==> config.mk <==
export PLATFORM = sky130hd
export DESIGN_NAME = baud_tick_generator
export DESIGN_NICKNAME = d
export VERILOG_FILES = /design/src/rtl/baud_tick_generator.sv
export SDC_FILE = /design/constraint.sdc
export NUM_CORES = 1
export LEC_CHECK = 0
export BUFFER_PORTS_ARGS = -buffer_cell sky130_fd_sc_hd__buf_2
export CAP_MARGIN = 40
export CORE_UTILIZATION = 30
export CTS_CLUSTER_SIZE = 24
export DETAILED_ROUTE_END_ITERATION = 16
export PLACE_DENSITY_LB_ADDON = 0.25
export SLEW_MARGIN = 25
export SYNTH_ARGS = -nofsm -noshare
export SYNTH_HDL_FRONTEND = slang
export SYNTH_SLANG_ARGS = --single-unit
==> constraint.sdc <==
create_clock -name clk_in -period 3.3 [get_ports clk_in]
set_input_delay 0.495 -clock clk_in [delete_from_list [all_inputs] [get_ports clk_in]]
set_output_delay 0.495 -clock clk_in [all_outputs]
set_load 0.05 [all_outputs]
==> src/rtl/baud_tick_generator.sv <==
// Baud-rate tick generator: oversample tick (rx_tick), baud tick (tx_tick) and a
// 50% duty baud clock, with preset or custom divisors applied only on baud boundaries.
module baud_tick_generator #(
  parameter int CLK_FREQ_HZ = 100_000_000,
  parameter int OVERSAMPLE  = 16,
  parameter int CNT_W       = 16,
  parameter int BAUD_0      = 4800,
  parameter int BAUD_1      = 9600,
  parameter int BAUD_2      = 57600,
  parameter int BAUD_3      = 115200
) (
  input  logic             clk_in,
  input  logic             reset,
  input  logic             en,
  input  logic [1:0]       S,
  input  logic             use_custom,
  input  logic [CNT_W-1:0] div_custom,
  output logic             rx_tick,
  output logic             tx_tick,
  output logic             clk_out,
  output logic [2:0]       rate_active
);

  localparam int PH_W = $clog2(OVERSAMPLE);

  function automatic longint div_calc(input longint baud);
    longint span;
    span = baud * longint'(OVERSAMPLE);
    return (longint'(CLK_FREQ_HZ) + span / 64'sd2) / span;
  endfunction

  localparam longint DIV_0   = div_calc(longint'(BAUD_0));
  localparam longint DIV_1   = div_calc(longint'(BAUD_1));
  localparam longint DIV_2   = div_calc(longint'(BAUD_2));
  localparam longint DIV_3   = div_calc(longint'(BAUD_3));
  localparam longint DIV_LIM = 64'sd1 <<< CNT_W;

  localparam logic [CNT_W-1:0] DIV_0_C = CNT_W'(DIV_0);
  localparam logic [CNT_W-1:0] DIV_1_C = CNT_W'(DIV_1);
  localparam logic [CNT_W-1:0] DIV_2_C = CNT_W'(DIV_2);
  localparam logic [CNT_W-1:0] DIV_3_C = CNT_W'(DIV_3);
  localparam logic [PH_W-1:0]  PH_LAST = PH_W'(OVERSAMPLE - 32'sd1);
  localparam logic [PH_W-1:0]  PH_HALF = PH_W'(OVERSAMPLE / 32'sd2);

  if ((OVERSAMPLE < 32'sd4) || ((OVERSAMPLE % 32'sd2) != 32'sd0)) begin : g_bad_oversample
    $error("baud_tick_generator: OVERSAMPLE must be even and at least 4");
  end

  if ((DIV_0 < 64'sd2) || (DIV_0 >= DIV_LIM) || (DIV_1 < 64'sd2) || (DIV_1 >= DIV_LIM) ||
      (DIV_2 < 64'sd2) || (DIV_2 >= DIV_LIM) || (DIV_3 < 64'sd2) || (DIV_3 >= DIV_LIM))
  begin : g_bad_divisor
    $error("baud_tick_generator: preset divisor out of range for CNT_W");
  end

  // Requested divisor; custom values below 2 would stall the counter, so they clamp to 2.
  function automatic logic [CNT_W-1:0] divisor_of(input logic custom, input logic [1:0] sel,
                                                  input logic [CNT_W-1:0] div);
    logic [CNT_W-1:0] d;
    d = DIV_0_C;
    if (custom) begin
      if (div < CNT_W'(2)) d = CNT_W'(2);
      else                 d = div;
    end else begin
      case (sel)
        2'd0:    d = DIV_0_C;
        2'd1:    d = DIV_1_C;
        2'd2:    d = DIV_2_C;
        2'd3:    d = DIV_3_C;
        default: d = DIV_0_C;
      endcase
    end
    return d;
  endfunction

  logic [CNT_W-1:0] cnt_r, cnt_s;
  logic [CNT_W-1:0] div_r, div_s;
  logic [CNT_W-1:0] div_req_s;
  logic [PH_W-1:0]  phase_r, phase_s;
  logic             rx_tick_r, rx_tick_s;
  logic             tx_tick_r, tx_tick_s;
  logic             clk_out_r, clk_out_s;
  logic [2:0]       rate_r, rate_s;

  // Next-state: idle reloads with the requested rate, running counts down and
  // swaps the divisor only on the reload that wraps the phase.
  always_comb begin
    div_req_s = divisor_of(use_custom, S, div_custom);
    cnt_s     = cnt_r;
    div_s     = div_r;
    phase_s   = phase_r;
    rx_tick_s = 1'b0;
    tx_tick_s = 1'b0;
    clk_out_s = clk_out_r;
    rate_s    = rate_r;
    if (!en) begin
      cnt_s     = div_req_s - CNT_W'(1);
      div_s     = div_req_s;
      phase_s   = {PH_W{1'b0}};
      clk_out_s = 1'b0;
      rate_s    = {use_custom, S};
    end else if (cnt_r == {CNT_W{1'b0}}) begin
      rx_tick_s = 1'b1;
      if (phase_r == PH_LAST) begin
        tx_tick_s = 1'b1;
        phase_s   = {PH_W{1'b0}};
        div_s     = div_req_s;
        cnt_s     = div_req_s - CNT_W'(1);
        rate_s    = {use_custom, S};
      end else begin
        phase_s   = phase_r + PH_W'(1);
        cnt_s     = div_r - CNT_W'(1);
      end
      clk_out_s = (phase_s < PH_HALF);
    end else begin
      cnt_s     = cnt_r - CNT_W'(1);
      clk_out_s = (phase_r < PH_HALF);
    end
  end

  // State and output registers; reset parks on preset 0 with all outputs low.
  always_ff @(posedge clk_in or negedge reset) begin
    if (!reset) begin
      cnt_r     <= DIV_0_C - CNT_W'(1);
      div_r     <= DIV_0_C;
      phase_r   <= {PH_W{1'b0}};
      rx_tick_r <= 1'b0;
      tx_tick_r <= 1'b0;
      clk_out_r <= 1'b0;
      rate_r    <= 3'b000;
    end else begin
      cnt_r     <= cnt_s;
      div_r     <= div_s;
      phase_r   <= phase_s;
      rx_tick_r <= rx_tick_s;
      tx_tick_r <= tx_tick_s;
      clk_out_r <= clk_out_s;
      rate_r    <= rate_s;
    end
  end

  assign rx_tick     = rx_tick_r;
  assign tx_tick     = tx_tick_r;
  assign clk_out     = clk_out_r;
  assign rate_active = rate_r;

endmodule

## Word-level counts from Yosys, hierarchy flattened

Cells that the tools add are included.
W data, S select, Z words.

| word-level totals | value |
|---|---|
| register bits after elaboration | 42 |
| bits in latches | 0 |
| memory bits (writable) | 0 |
| bits in read-only memories | 0 |
| input port bits | 22 |
| word-level logic and storage cells | 47 |
| memories kept | 0 |

| operators by class | value |
|---|---|
| add/subtract/negate cells | 4 |
| multiply operators | 0 |
| div/mod/pow operators | 0 |
| $lt $le $gt $ge | 3 |
| equal/unequal tests | 6 |
| shift-type cells | 0 |
| muxes and demuxes | 24 |
| bitwise logic cells | 0 |
| reductions and logical operators | 3 |

Operators with widths:

| cell | count |
|---|---|
| $mux W16 | 8 |
| $pmux W16 S4 | 1 |
| $sub A16 B1 Y16 const B | 3 |
| $mux W4 | 5 |
| $logic_not A16 Y1 | 1 |
| $lt A16 B2 Y1 const B | 1 |
| $mux W3 | 3 |
| $lt A4 B4 Y1 const B | 2 |
| $mux W1 | 7 |
| $add A4 B1 Y4 const B | 1 |
| $eq A2 B2 Y1 const B | 2 |
| $eq A4 B4 Y1 const B | 1 |
| $ne A2 B1 Y1 const B | 2 |
| $eq A2 B1 Y1 const B | 1 |
| $logic_not A2 Y1 | 1 |
| $reduce_and A2 Y1 | 1 |

## Depth between registers and ports, before layout

Gate-level depths: netlist (run 1).

| logic depth | value |
|---|---|
| depth after elaboration | 7 |
| mapped depth | 11 |
| gate-level depth less buffers | 11 |

## Worst setup path after synthesis (run 1)

OpenSTA, ideal clock, no wires.

| path | value |
|---|---|
| path type | input to register |
| from | in div_custom[3] |
| to | reg cnt_r[12] |
| setup time | 0.138 ns |
| arrival | 2.585 ns |
| required time | 3.162 ns |
| setup slack | 0.577 ns |
| stages on the path | 8 |
| path buffers | 0 |
| cells stage by stage | or4_1 nor2_1 a2bb2oi_1 ha_1 nand4_1 o21ai_0 a21oi_1 or4_1 |

| between the ends | value |
|---|---|
| word-level cells in the longest chain between the ends | 7 |

RTL lines:

| item | RTL line | source |
|---|---|---|
| start: declaration | 17 | `input logic [CNT_W-1:0] div_custom,` |
| $lt A16 B2 Y1 | 61 | `if (div < CNT_W'(2)) d = CNT_W'(2);` |
| $mux W16 (*) | 61 |  |
| $mux W16 (*) | 60 | `if (custom) begin` |
| $sub A16 B1 Y16 (*) | 96, 107 |  |
| $mux W16 | 103 | `if (phase_r == PH_LAST) begin` |
| $mux W16 | 101 | `end else if (cnt_r == {CNT_W{1'b0}}) begin` |
| $mux W16 (*) | 95 | `if (!en) begin` |
| via cnt_s[12] | 75 | `logic [CNT_W-1:0] cnt_r, cnt_s;` |
| end signal: assignment | 123 | `cnt_r <= DIV_0_C - CNT_W'(1);` |
| end signal: assignment | 131 | `cnt_r <= cnt_s;` |
| end: declaration | 75 |  |

Mark *: on every way through the listed nets, which the timed path passes. The rest lies on a longest branch.
A chain may end at the register's enable or synchronous reset.

## Final worst setup path (run 1)

| path | value |
|---|---|
| from | in div_custom[10] |
| to | reg cnt_r[6] |

| between the ends | value |
|---|---|
| word-level cells in the longest chain between the ends | 7 |

RTL lines:

| item | RTL line |
|---|---|
| $lt A16 B2 Y1 (*) | 61 |
| $mux W16 (*) | 61 |
| $mux W16 (*) | 60 |
| $sub A16 B1 Y16 (*) | 96, 107 |
| $mux W16 | 103 |
| $mux W16 | 101 |
| $mux W16 (*) | 95 |
| via cnt_s[6] | 75 |

Marks and branches as above.

==> flow_summary.toml, run 1 <==
[global_route]
grt_pass1_vias = 2651
grt_max_degree = 29
antenna_found_initial = 0
grt_pass1_wl_um = 14000
grt_overflow = 0
track_usage_pct = 18.0

[power]
p_int_mw = 0.930
clockPowerShare_pct = 30.2
ir_worst_vdd_mv = 0.163
pwr-share-comb_pct = 22.4
sw_frac_of_total_pct = 32.2
p_per_area_nw_per_um2 = 413
leakage_nw = 1.31
p_switching_mw = 0.440
power_frac_seq_pct = 47.4

[timing]
rsz0062_at_grt = "false"
period_share_pct = 85.4
max-slew-margin-rel_pct = 54.4
fin_skew_ns = 0.0118
finalSetupViolCount = 0
fin_setup_tns_ns = 0
hold_viol_final = 0
slew_violations = 0
max_freq_mhz = 355
tightest_slew_ns = 0.674
fin_crit_ns = 2.82

[routing]
drtIter0Drc = 148
viasPerCell = 5.28
drcViolationCount = 0
avgRoutedWirePerCell_um = 16.7
finalWirelength_um = 8430
postRouteAntennaNets = 0
dr_total_vias = 2661
drtPass1Iterations = 5

[clocking]
cts_hold_buf = 0
htreeDepth = 2
cts_tree = "built"
postCtsSetupRepairBufs = 0
cts_num_sinks = 42
cts-root-buf = "clkbuf_8"
clock_latency_ns = 0.30
cts_buffer_depth = 2
clk_pin_slew_worst_paths_ns = 0.09
numCtsBuffers = 5
ctsResizeCount = 0

[final_layout]
drive_gt1_share_pct = 17.3
area_growth_pct = 15.1
register_area_um2 = 1060
nFillCells = 1029
layout.nets = 406
diodes = 0
postLayoutCoreUtil_pct = 35.7
multiInputGateArea_um2 = 1730

[synthesis]
postSynthAreaPerCell_um2 = 8.36
synthCells = 345
synth_area_um2 = 2880
yosysTopAreaCell = "dfrtp_1"
synth_top_area_share_pct = 27.8
ys.warnings.count = 0
synth-edff-count = 0
yosysMostFrequentCell = "nand2_1"
synth.top_cells.by_count = "40 x nand2_1, 33 x nor2_1, 32 x dfrtp_1"
synth_nets = 377
synth-async-reset-ratio_pct = 100
yosysUniqueCellTypes = 52
synth_area_leaders = "dfrtp_1 28%, dfstp_2 9.1%, xnor2_1 6.7%, a21oi_1 5.4%, nand2_1 5.2%"
synthFlopType = "dfrtp_1"
yosys_register_bits = 42
ys_seq_area_share_pct = 36.9

[die]
coreArea_um2 = 9280
die_h_um = 100
fp.dieW_um = 100
die_area_um2 = 10000
ios = 28
rows = 35
initial_core_util_pct = 31.1

[setup_path]
critPathArrivalTime_ns = 2.98
start_kind = "input pin"
crit_type = "in -> reg"
critPathCaptureType = "register"
critPathMaxFanout = 5
cp.required_ns = 3.46
reg2reg_depth = 8

[outcome]
outcome = "complete, no violations"

[placed_design]
io_buffer_count = 27
place_congestion = 0.883
dpl.hpwl_um = 6450

[job]
max_cap_violations = 0

[hold_path]
hold_class = "in -> async"
-- worst max-delay path: stages --
cell       delay, ns
buf_2           0.13
nor4_1          0.49
nand3_1         0.19
nor2_1          0.26
a2bb2oi_1       0.26
ha_1            0.21
buf_4           0.14
nand2b_1        0.09
nor4_1          0.25
xnor2_1         0.16
nor2_1          0.05
a211oi_1        0.18
a21oi_1         0.06
-- per-stage QoR --
stage	setup WS, ns	area, µm²	hold WS (ns)	power, mW	instances
2_1_floorplan	0.577	2880	0.199	0.845	345
3_3_place_gp	0.359	3190	0.468	0.955	495
3_5_place_dp	0.275	3210	0.448	0.963	496
4_1_cts	0.590	3320	0.123	1.38	504
5_1_grt	0.281	3320	0.126	1.45	504
6_report	0.483	3320	0.106	1.37	504
-- layout make-up --
type,instances,area share (%)
repair buffers,37,6.71
clock inverters,3,1.21
inverters,8,0.905
multi-input cells,280,52.2
well taps,129,4.86
flip-flops and latches,42,32.1
clock buffers,5,2.07
-- worst paths after layout --
path | end | slack (ns) | startpoint
max | cnt_r[6] | 0.48 | div_custom[10]
min | cnt_r[15] | 0.11 | reset
max reg2reg | div_r[5] | 0.69 | cnt_r[1]
min reg2reg | rate_active[2] | 0.49 | rate_active[2]
max in group asynchronous | div_r[4] | 2.63 | reset
min in group clk_in | div_r[14] | 0.48 | div_custom[14]
-- cells in the final DEF, fill, tap and decap left out, drive strengths merged, types with 2 or more instances in the layout --
master,netlist,layout
nand2,40,40
buf,3,37
nor2,33,33
dfrtp,32,32
a21oi,31,31
o21ai,25,25
xnor2,22,22
nor4,14,14
nor3,12,12
xor2,11,11
ha,10,10
dfstp,10,10
or4,9,9
inv,8,8
nand3,8,8
or3,8,8
o22ai,7,7
nand4,5,5
clkbuf,12,5
o31ai,4,4
nor2b,3,3
a21o,3,3
mux2i,3,3
mux2,3,3
or2,3,3
nor3b,2,2
and4,2,2
and2,2,2
and3,2,2
a22oi,2,2
o22a,2,2
clkinv,0,2
or4b,2,2
-- sequential cells by signal (all words and copies together) (netlist names) --
| name | count |
|---|---|
| cnt_r | 16 |
| tx_tick | 1 |
| phase_r | 4 |
| rx_tick | 1 |
| clk_out | 1 |
| rate_active | 3 |
| div_r | 16 |
-- metal layers --
layer,GRT usage [%],wire (µm)
met5,0,0
met4,3.46,42
met3,2.92,462
met2,29.5,3860
met1,25.1,4060
-- power groups by stage --
stage | clock network, mW | registers, mW | logic, mW
final | 0.414 | 0.649 | 0.307
after global routing | 0.455 | 0.659 | 0.341
after CTS | 0.429 | 0.648 | 0.308
after detailed placement | 0 | 0.657 | 0.306
after global placement | 0 | 0.654 | 0.301
after floorplan | 0 | 0.655 | 0.190
-- kinds of logic (layout without fill, tap and decap cells) --
| family | Yosys count | after routing | synth area share, % |
|---|---|---|---|
| and+or+nand+nor | 147 | 147 | 26.3 |
| AOI/OAI and AO/OA | 84 | 84 | 17.2 |
| DFF | 42 | 42 | 36.9 |
| xor gates and xnor gates | 33 | 33 | 10.0 |
| buffers and inverters | 23 | 53 | 3.08 |
| adders and majority gates | 10 | 10 | 4.34 |
| muxes | 6 | 6 | 2.21 |
(Power assumes the default switching activity.)
==> run 2: changes to the inputs <==
--- a/config.mk
+++ b/config.mk
@@ -7,6 +7,7 @@
 export LEC_CHECK = 0
 export BUFFER_PORTS_ARGS = -buffer_cell sky130_fd_sc_hd__buf_2
 export CAP_MARGIN = 40
+export CORE_MARGIN = 2
 export CORE_UTILIZATION = 30
 export CTS_CLUSTER_SIZE = 24
 export DETAILED_ROUTE_END_ITERATION = 16
==> flow_summary.toml, run 2 (synthesis gave the netlist of run 1 again) <==
[global_route]
grt_max_degree = 29
grt_pass1_vias = 2599
grt_pass1_wl_um = 13600
antenna_found_initial = 0
track_usage_pct = 17.0
grt_overflow = 0

[timing]
slew_violations = 0
fin_hold_ws_ns = 0.101
max-slew-margin-rel_pct = 56.0
max_freq_mhz = 359
rsz0062_at_grt = "false"
fin_setup_tns_ns = 0
hold_viol_final = 0
period_share_pct = 84.4
fin_skew_ns = 0.00587
fin_crit_ns = 2.78
finalSetupViolCount = 0
tightest_slew_ns = 0.651

[clocking]
cts_hold_buf = 0
cts_buffer_depth = 2
numCtsBuffers = 5
ctsResizeCount = 0
htreeDepth = 2
cts_tree = "built"
clock_latency_ns = 0.31
cts-root-buf = "clkbuf_8"
postCtsSetupRepairBufs = 0
cts_num_sinks = 42
clk_pin_slew_worst_paths_ns = 0.09

[die]
rows = 35
coreArea_um2 = 9280
die_h_um = 102
die_area_um2 = 10400
initial_core_util_pct = 31.1
fp.dieW_um = 102
ios = 28

[routing]
finalWirelength_um = 8270
viasPerCell = 5.24
drtIter0Drc = 121
postRouteAntennaNets = 0
dr_total_vias = 2635
drcViolationCount = 0
drtPass1Iterations = 5
avgRoutedWirePerCell_um = 16.4

[power]
power.total_mw = 1.38
leakage_nw = 1.30
ir_worst_vdd_mv = 0.166
p_per_area_nw_per_um2 = 417

[setup_path]
critPathArrivalTime_ns = 2.97
critPathMaxFanout = 4
cp.required_ns = 3.48
start_kind = "input pin"
critPathCaptureType = "register"
crit_type = "in -> reg"

[final_layout]
drive_gt1_share_pct = 17.1
final_cell_mix = "40 x nand2_1, 33 x nor2_1, 32 x dfrtp_1, 31 x a21oi_1, 27 x buf_2"
final_common_cell = "nand2_1"
top_regs = "cnt_r: 16 flops, div_r: 16 flops, phase_r: 4 flops"
area_growth_pct = 15.0
diodes = 0
layout.nets = 405
postLayoutCoreUtil_pct = 35.7
stdcell_area_um2 = 3320
nFillCells = 1009

[job]
max_cap_violations = 0

[placed_design]
place_congestion = 0.869
placed_cell_area_um2 = 3200
io_buffer_count = 27
dpl.hpwl_um = 6330

[hold_path]
hold_class = "in -> async"

[outcome]
outcome = "complete, no violations"
-- run 2: changes by cell type in the layout (fill, tap and decap cells not counted), sizes merged --
cell      previous run  this run
buf                 37        36
clkinv               2         0
clkinvlp             0         2
-- run 2: metal layers --
layer / up-vias / GRT usage (%) / share of wire [%]
met2: 69 / 26.8 / 46
met4: 0 / 4.10 / 0.87
met1: 1254 / 24.6 / 49
li1: 1305 / - / -
met5: - / 0 / 0
met3: 7 / 2.39 / 4.2
-- run 2: worst paths after layout --
check,start,endpoint,slack (ns),cells after the start
max in group asynchronous,reset,div_r[4],2.64,2
setup / recovery,div_custom[10],cnt_r[12],0.52,10
hold / removal,reset,tx_tick,0.10,1
hold reg to reg,rate_active[0],rate_active[0],0.49,2
min in group clk_in,div_custom[14],div_r[14],0.46,3
setup reg to reg,cnt_r[1],cnt_r[1],0.76,8
-- run 2: final cells by class --
type	count	area, µm²	area share, %
Clock buffer	5	68.8	2.08
Clock inverter	3	45.0	1.36
Inverter	8	30.0	0.906
Multi-Input combinational cell	280	1730	52.2
Sequential cell	42	1060	32.1
Tap cell	129	161	4.87
Timing Repair Buffer	36	215	6.49
-- run 2: critical path: stages --
cell and delay (ns):
buf_2 0.13, nor4_1 0.46, nand3_1 0.20, nor2_1 0.25, a2bb2oi_1 0.26, ha_1 0.20
nand4_1 0.15, o21ai_0 0.22, a21oi_1 0.08, or4_1 0.52
-- run 2: power by group --
part	internal, mW	switching, mW	leakage [nW]
registers	0.581	0.0671	0.507
logic	0.125	0.179	0.740
clock network	0.225	0.204	0.0504
total	0.931	0.450	1.30
-- run 2: stage by stage --
stage                     setup WS, ns  cells
after floorplan                  0.577    345
after global placement           0.356    494
after detailed placement         0.231    495
after CTS                        0.557    503
after global routing             0.218    503
final                            0.515    503
